==> src/rtl/att_session_ctrl_if.sv <==
// Core-side signals observed by the attestation session controller, plus its status outputs.
interface att_session_ctrl_if #(
  parameter int CNT_W = 16
) ();
  logic [15:0]      pc;
  logic             irq;
  logic             dma_en;
  logic [15:0]      dma_addr;
  logic             viol_reset;
  logic             att_active;
  logic             att_done;
  logic [CNT_W-1:0] session_cnt;

  modport master (
    output pc, irq, dma_en, dma_addr,
    input  viol_reset, att_active, att_done, session_cnt
  );

  modport slave (
    input  pc, irq, dma_en, dma_addr,
    output viol_reset, att_active, att_done, session_cnt
  );
endinterface

==> src/rtl/att_session_ctrl.sv <==
// Sequences one attestation session through secure ROM: entry/exit points, atomicity,
// cycle budget; any breach holds viol_reset until the core reaches its reset handler.
module att_session_ctrl #(
  parameter logic [15:0] SMEM_BASE     = 16'hA000,
  parameter logic [15:0] SMEM_SIZE     = 16'h4000,
  parameter logic [15:0] RESET_HANDLER = 16'hFFFE,
  parameter logic [23:0] MAX_CYCLES    = 24'hFFFFFF,
  parameter int          CNT_W         = 16
) (
  input  logic                 clk,
  input  logic                 reset_n,
  att_session_ctrl_if.slave    bus
);

  localparam logic [15:0] ENTRY_PC  = SMEM_BASE;
  localparam logic [15:0] EXIT_PC   = SMEM_BASE + SMEM_SIZE - 16'd2;
  localparam logic [15:0] SMEM_LAST = SMEM_BASE + SMEM_SIZE - 16'd1;
  localparam logic [23:0] CYC_LAST  = MAX_CYCLES - 24'd1;

  typedef enum logic [1:0] {
    IDLE,
    ACTIVE,
    KILL
  } state_t;

  state_t           state_reg, state_next;
  logic [15:0]      prev_pc_reg;
  logic [23:0]      cyc_reg, cyc_next;
  logic             done_next;
  logic             viol_reg, active_reg, done_reg;
  logic [CNT_W-1:0] cnt_reg;

  logic in_smem, dma_smem, at_entry, intrusion;

  assign in_smem   = (bus.pc >= SMEM_BASE) && (bus.pc <= EXIT_PC);
  assign dma_smem  = bus.dma_en && (bus.dma_addr >= SMEM_BASE) && (bus.dma_addr <= SMEM_LAST);
  assign at_entry  = (bus.pc == ENTRY_PC);
  assign intrusion = bus.irq || bus.dma_en;

  always_comb begin
    state_next = state_reg;
    cyc_next   = cyc_reg;
    done_next  = 1'b0;
    case (state_reg)
      IDLE: begin
        if (dma_smem || (in_smem && !at_entry)) begin
          state_next = KILL;
        end else if (at_entry) begin
          cyc_next   = '0;
          state_next = intrusion ? KILL : ACTIVE;
        end
      end
      ACTIVE: begin
        // Violations are evaluated before the clean-exit test so they always win.
        if (intrusion) begin
          state_next = KILL;
        end else if (cyc_reg == CYC_LAST) begin
          state_next = KILL;
        end else if (!in_smem && (prev_pc_reg == EXIT_PC)) begin
          state_next = IDLE;
          done_next  = 1'b1;
        end else if (!in_smem) begin
          state_next = KILL;
        end else begin
          cyc_next = cyc_reg + 24'd1;
        end
      end
      KILL: begin
        if ((bus.pc == RESET_HANDLER) && !intrusion) begin
          state_next = IDLE;
        end
      end
      default: state_next = KILL;
    endcase
  end

  always_ff @(posedge clk or negedge reset_n) begin
    if (!reset_n) begin
      state_reg   <= IDLE;
      prev_pc_reg <= '0;
      cyc_reg     <= '0;
      viol_reg    <= 1'b0;
      active_reg  <= 1'b0;
      done_reg    <= 1'b0;
      cnt_reg     <= '0;
    end else begin
      state_reg   <= state_next;
      prev_pc_reg <= bus.pc;
      cyc_reg     <= cyc_next;
      viol_reg    <= (state_next == KILL);
      active_reg  <= (state_next == ACTIVE);
      done_reg    <= done_next;
      if (done_next) begin
        cnt_reg <= cnt_reg + 1'b1;
      end
    end
  end

  assign bus.viol_reset  = viol_reg;
  assign bus.att_active  = active_reg;
  assign bus.att_done    = done_reg;
  assign bus.session_cnt = cnt_reg;

endmodule
==> src/flat_wrapper.sv <==
// flat-port wrapper written by rule: the top's interface ports become plain ports
module att_session_ctrl_flat 
#(
  parameter logic [15:0] SMEM_BASE     = 16'hA000,
  parameter logic [15:0] SMEM_SIZE     = 16'h4000,
  parameter logic [15:0] RESET_HANDLER = 16'hFFFE,
  parameter logic [23:0] MAX_CYCLES    = 24'hFFFFFF,
  parameter int          CNT_W         = 16
)
  (clk, reset_n, bus_pc, bus_irq, bus_dma_en, bus_dma_addr, bus_viol_reset, bus_att_active, bus_att_done, bus_session_cnt);
  att_session_ctrl_if #(.CNT_W(CNT_W)) bus_i ();
  input  logic clk;
  input  logic reset_n;
  input wire logic [$bits(bus_i.pc)-1:0] bus_pc;
  input wire logic [$bits(bus_i.irq)-1:0] bus_irq;
  input wire logic [$bits(bus_i.dma_en)-1:0] bus_dma_en;
  input wire logic [$bits(bus_i.dma_addr)-1:0] bus_dma_addr;
  output wire logic [$bits(bus_i.viol_reset)-1:0] bus_viol_reset;
  output wire logic [$bits(bus_i.att_active)-1:0] bus_att_active;
  output wire logic [$bits(bus_i.att_done)-1:0] bus_att_done;
  output wire logic [$bits(bus_i.session_cnt)-1:0] bus_session_cnt;
  assign bus_i.pc = bus_pc;
  assign bus_i.irq = bus_irq;
  assign bus_i.dma_en = bus_dma_en;
  assign bus_i.dma_addr = bus_dma_addr;
  assign bus_viol_reset = bus_i.viol_reset;
  assign bus_att_active = bus_i.att_active;
  assign bus_att_done = bus_i.att_done;
  assign bus_session_cnt = bus_i.session_cnt;
  att_session_ctrl #(.SMEM_BASE(SMEM_BASE), .SMEM_SIZE(SMEM_SIZE), .RESET_HANDLER(RESET_HANDLER), .MAX_CYCLES(MAX_CYCLES), .CNT_W(CNT_W)) u_core (.clk(clk), .reset_n(reset_n), .bus(bus_i));
endmodule
==> config.mk <==
export PLATFORM = sky130hd
export DESIGN_NAME = att_session_ctrl_flat
export DESIGN_NICKNAME = d
export VERILOG_FILES = /design/src/rtl/att_session_ctrl_if.sv /design/src/rtl/att_session_ctrl.sv /design/src/flat_wrapper.sv
export SDC_FILE = /design/constraint.sdc
export NUM_CORES = 1
export LEC_CHECK = 0
export ABC_CLOCK_PERIOD_IN_PS = 4100
export BUFFER_PORTS_ARGS = -buffer_cell sky130_fd_sc_hd__buf_2
export CAP_MARGIN = 20
export CORE_MARGIN = 4
export CORE_UTILIZATION = 35
export CTS_BUF_LIST = sky130_fd_sc_hd__clkbuf_4 sky130_fd_sc_hd__clkbuf_8
export DETAILED_ROUTE_END_ITERATION = 10
export HOLD_SLACK_MARGIN = 0.08
export PLACE_DENSITY_LB_ADDON = 0.1
export SETUP_SLACK_MARGIN = 0.1
export SYNTH_ARGS = -nofsm -noshare
export SYNTH_HDL_FRONTEND = slang
export SYNTH_SLANG_ARGS = --single-unit
export TNS_END_PERCENT = 10
==> constraint.sdc <==
create_clock -name clk -period 4.1 [get_ports clk]
set_clock_uncertainty 0.1 [all_clocks]
set_input_delay 0.82 -clock clk [delete_from_list [all_inputs] [get_ports clk]]
set_output_delay 0.82 -clock clk [all_outputs]
set_load 0.03 [all_outputs]
# Yosys cells after proc, flatten, opt, wreduce, memory -nomap -nowiden
# Cells that the tools add are included.
classes:
  n_lt_le_gt_ge: 4
  n_reduce_logical: 14
  n_eq_ne: 14
  mux: 20
  addsub: 2
op_table:
  columns: ["cell", "n"]
  rows:
  - ["$mux 24", 6]
  - ["$eq 16x16->1 const B", 3]
  - ["$pmux 24 s2", 1]
  - ["$ge 16x16->1 const B", 2]
  - ["$le 16x16->1 const B", 2]
  - ["$add 24x1->24 const B", 1]
  - ["$eq 24x24->1 const B", 1]
  - ["$add 16x1->16 const B", 1]
  - ["$mux 2", 8]
  - ["$ne 2x2->1 const B", 4]
  - ["$reduce_and 7->1", 1]
  - ["$logic_and 1x1->1", 6]
  - ["$pmux 2 s3", 1]
  - ["$eq 2x1->1 const B", 2]
  - ["$eq 2x2->1 const B", 2]
  - ["$mux 1", 4]
  - ["$ne 2x1->1 const B", 2]
  - ["$logic_not 1->1", 3]
  - ["$logic_not 2->1", 1]
  - ["$logic_or 1x1->1", 2]
  - ["$reduce_bool 2->1", 1]
totals:
  reg_bits: 61
  elab_cells: 61
  output_inout_bits: 19

# Logic depth before layout (Yosys ltp)
logic_depth:
  ltp_word: 9
  mapped_depth: 8
  ltp_nobuf: 6

# Worst setup path before layout
# No wires, ideal clock.
synth_timing:
  path_kind: "input port to flip-flop"
  from: "input port bus_pc[5]"
  to: "register u_core.cnt_reg[2], in the netlist u_core.bus.session_cnt[2]"
  t_required_ns: 3.865
  setup_ns: 0.135
  arrival_time_ns: 2.120
  slack_ns: 1.744
  n_path_buf: 2
  path_stages: 7
  cell_sequence: "nand4_1 nor3_1 a21o_1 clkbuf_1 buf_1 nand4_1 xnor2_1"
synth_between:
  elab_chain_len: 8
synth_rtl:
  columns: ["element", "line_no", "text"]
  rows:
  - ["from (decl)", "flat_wrapper.sv:14", "input wire logic [$bits(bus_i.pc)-1:0] bus_pc;"]
  - ["$ge 16x16->1 or $le 16x16->1 (tied branches)", "att_session_ctrl.sv:35", "assign in_smem = (bus.pc >= SMEM_BASE) && (bus.pc <= EXIT_PC);"]
  - ["$logic_and 1x1->1 (*)", "att_session_ctrl.sv:35", null]
  - ["$logic_not 1->1 (*)", "att_session_ctrl.sv:59", "end else if (!in_smem && (prev_pc_reg == EXIT_PC)) begin"]
  - ["$logic_and 1x1->1 (*)", "att_session_ctrl.sv:59", null]
  - ["$mux 1 (*)", "att_session_ctrl.sv:59", null]
  - ["$mux 1 (*)", "att_session_ctrl.sv:57", "end else if (cyc_reg == CYC_LAST) begin"]
  - ["$mux 1 (*)", "att_session_ctrl.sv:55", "if (intrusion) begin"]
  - ["$mux 1 (*)", "att_session_ctrl.sv:44", "case (state_reg)"]
  - ["to (signal assigned)", "att_session_ctrl.sv:94", "cnt_reg <= cnt_reg + 1'b1;"]
  - ["to (decl)", "att_session_ctrl.sv:31", "logic [CNT_W-1:0] cnt_reg;"]
# Mark *: on every way between the ends. The rest lies on a longest branch, timed or not.
# A chain may end at the register's enable or synchronous reset.

# Worst setup path after layout
layout_timing:
  from: "register u_core.state_reg[0]"
  to: "register u_core.cyc_reg[15]"
layout_between:
  elab_chain_len: 3
layout_rtl:
  columns: ["element", "line_no", "text"]
  rows:
  - ["from (decl)", "att_session_ctrl.sv:26", "state_t state_reg, state_next;"]
  - ["from (signal assigned)", "att_session_ctrl.sv:87", "state_reg <= state_next;"]
  - ["$eq 2x1->1 or $logic_not 2->1 (tied branches)", "att_session_ctrl.sv:44", null]
  - ["$ne 2x1->1 (no source line) (tied with other cells)", null, null]
  - ["$reduce_and 7->1 (no source line)", null, null]
  - ["to (signal assigned)", "att_session_ctrl.sv:89", "cyc_reg <= cyc_next;"]
  - ["to (decl)", "att_session_ctrl.sv:28", "logic [23:0] cyc_reg, cyc_next;"]
# Several ways; a longest one is shown, not always the timed one.

==> run metrics <==
sequential-to-total area share from yosys stat=49.5%; Rows=33; ys async rst share=100%; number of routed nets with antenna violations=0; final slew viol count=0; Largest register FFs=24; height of the die=a little over 100 um; gr usage total=between 10% and 20%; drt drc=0; Reg2Reg Launch Point=u_core.state_reg[0]; worst hold path class=input port to asynchronous set/reset pin; average cell area after synthesis=10.2 sq um; Yosys warning total=0; CP Capture Type=flip-flop; grt met1 use=24.8%; min Tclk post-route=2.78 ns; IO Count=55; max_slew headroom=36.7%; maximum clock rate=0.360 GHz; DPL Wire Length=5460 um; Worst EP arrival=between 2 and 3 ns; n_diodes=0; most frequent cells in the layout=dfrtp_1, buf_2, nand4_1; r2r setup slk=1.32 ns; Pwr per Cell Area=between 300 and 400 nW/um^2; dpl ws=1.28 ns; critical path data required time=4.24 ns; H-Tree Level Count=3; via count=2600; largest net degree at the start of global routing=49; input/output buffers=41; Final Cycle Share=67.8%; R2R Path End=u_core.cyc_reg[15]; Reg2Reg Depth=4; vias in the first global route=2618; Sink Count=61; P&R area growth vs syn=16.8%; total setup buffers inserted after CTS=0; Leak Pwr=1.54 nW; TritonCTS Buffers=9; MaxCap Viol Count=0; Cell Area, Synth=3080 sq um; share of layout cells above drive strength 1=20.8%; Worst-Skew Late Latency=0.34 ns; CP Class=flip-flop to flip-flop; placed cells=439; RSZ-0062 raised after global routing=no; Cell variety after synth=51; Power Total=1.23 mW; Net Count, Synth=between 300 and 400; vias per cell=between 5 and 6; nets=385; die width=102 um; placed cell areas=3380 sq um; gr busiest metal=met1; CTS Hold Buffers Added=0; GPL Wtd Cong=0.790; initial antenna violation count=0; final hold viol count=0; total gr overflow=0; startpoint types=flip-flop; clock root buffer master=clkbuf_8; #FFs+latches synth=61; M3 GR Usage=4.30%; worst-margin pin slew=0.947 ns; crit path max fanout=21; area of the core=8380 sq um; worst setup margin=between 1 and 1.5 ns; DR WL/cell=17.6 um; Worst VDD drop=0.000179 V; DRT Pass-1 Iters=4; first-pass GRT wire length=13700 um; Top FF cell, synth=dfrtp_1; most common cell after layout, fill and taps aside=dfrtp_1; Post-Syn Instances=slightly above 300; # resized after CTS=0; clock tree buffer depth=2; status=completed; initial core utilization=a little under two fifths; final setup violation count=0; global routing usage on met2=about a quarter; clk slew on worst S/H paths=0.07 ns; Routed WL=8010 um; final std cells w/o fill=between 400 and 500; final instance area=3600 sq um; die area=10400 sq um; CTS tree=built; Initial DRC Count=153; Post-synth EDFFs=0; setup TNS=0 ns
[stage by stage]
| stage | hold slack [ns] | utilization, % |
|---|---|---|
| floorplan | 0.352 | - |
| global placement | 0.354 | 40.4 |
| detailed placement | 0.357 | 40.4 |
| CTS | 0.374 | 42.7 |
| global route | 0.359 | 43.0 |
| finish | 0.334 | 43.0 |
[worst max path at each step]
| stage | to | slack [ns] | cells past startpoint | startpoint |
|---|---|---|---|---|
| finish | u_core.cyc_reg[15] | 1.32 | 4 | u_core.state_reg[0] |
| CTS | u_core.cyc_reg[15] | 1.33 | 4 | u_core.state_reg[0] |
| global route | u_core.bus.session_cnt[10] | 1.18 | 4 | u_core.state_reg[0] |
| floorplan | u_core.bus.session_cnt[2] | 1.74 | 7 | bus_pc[5] |
| global placement | u_core.bus.session_cnt[1] | 1.31 | 7 | bus_pc[5] |
| detailed placement | u_core.bus.session_cnt[1] | 1.28 | 7 | bus_pc[3] |
[cell type report]
cell class	instances	area, sq um
Fill cell	827	4780
Sequential cell	61	1530
Multi-Input combinational cell	217	1450
Timing Repair Buffer	47	263
Tap cell	105	131
Clock buffer	9	124
Clock inverter	7	73.8
Inverter	10	37.5
[cell families after synthesis]
group | after synthesis | share of synthesized area, %
and+or+nand+nor | 134 | 25.3
DFF | 61 | 49.5
AOI/OAI and AO/OA | 60 | 14.4
buffers and inverters | 25 | 3.73
xor gates and xnor gates | 17 | 4.83
muxes | 3 | 1.01
adders and majority gates | 3 | 1.22
[routing by layer]
metal / up-vias / part of all wire [%] / wire length (um)
met4: 0 / 1.1 / 88
met2: 58 / 44 / 3510
met3: 6 / 5.5 / 441
met1: 1273 / 50 / 3970
met5: - / 0 / 0
li1: 1263 / - / -
[synthesized netlist by cell type (3+ instances only)]
master     n  area (sq um)
nor4_1    14          87.6
xor2_1    12           105
nand2b_1   4          25.0
o41ai_1    5          43.8
nor3_1    10          50.1
nand4_1   25           156
o311ai_0   3          26.3
nand2_1   15          56.3
and3_1     4          25.0
o31ai_1    6          45.0
and4_1     6          52.6
o21ai_0    5          25.0
nor2_1    12          45.0
a31oi_1   10          62.6
nand4b_1   3          26.3
a21o_1     3          22.5
or4_1      8          60.1
inv_1     10          37.5
or3_1      4          25.0
dfrtp_1   61          1530
a21oi_1   11          55.1
nand3_1   19          95.1
ha_1       3          37.5
xnor2_1    5          43.8
clkbuf_1   8          30.0
[power by group]
part	switching, mW	leakage [nW]	total, mW	internal [mW]
sequential	0.00710	0.770	0.622	0.615
clock	0.251	0.0996	0.533	0.282
combinational	0.0531	0.672	0.0790	0.0259
[worst max-delay path: stages (launching register included)]
cell      delay (ns)
dfrtp_1         0.43
nor2b_1         0.78
o311a_1         0.91
a311oi_1        0.20
a31o_2          0.25
(Power assumes the default switching activity.)
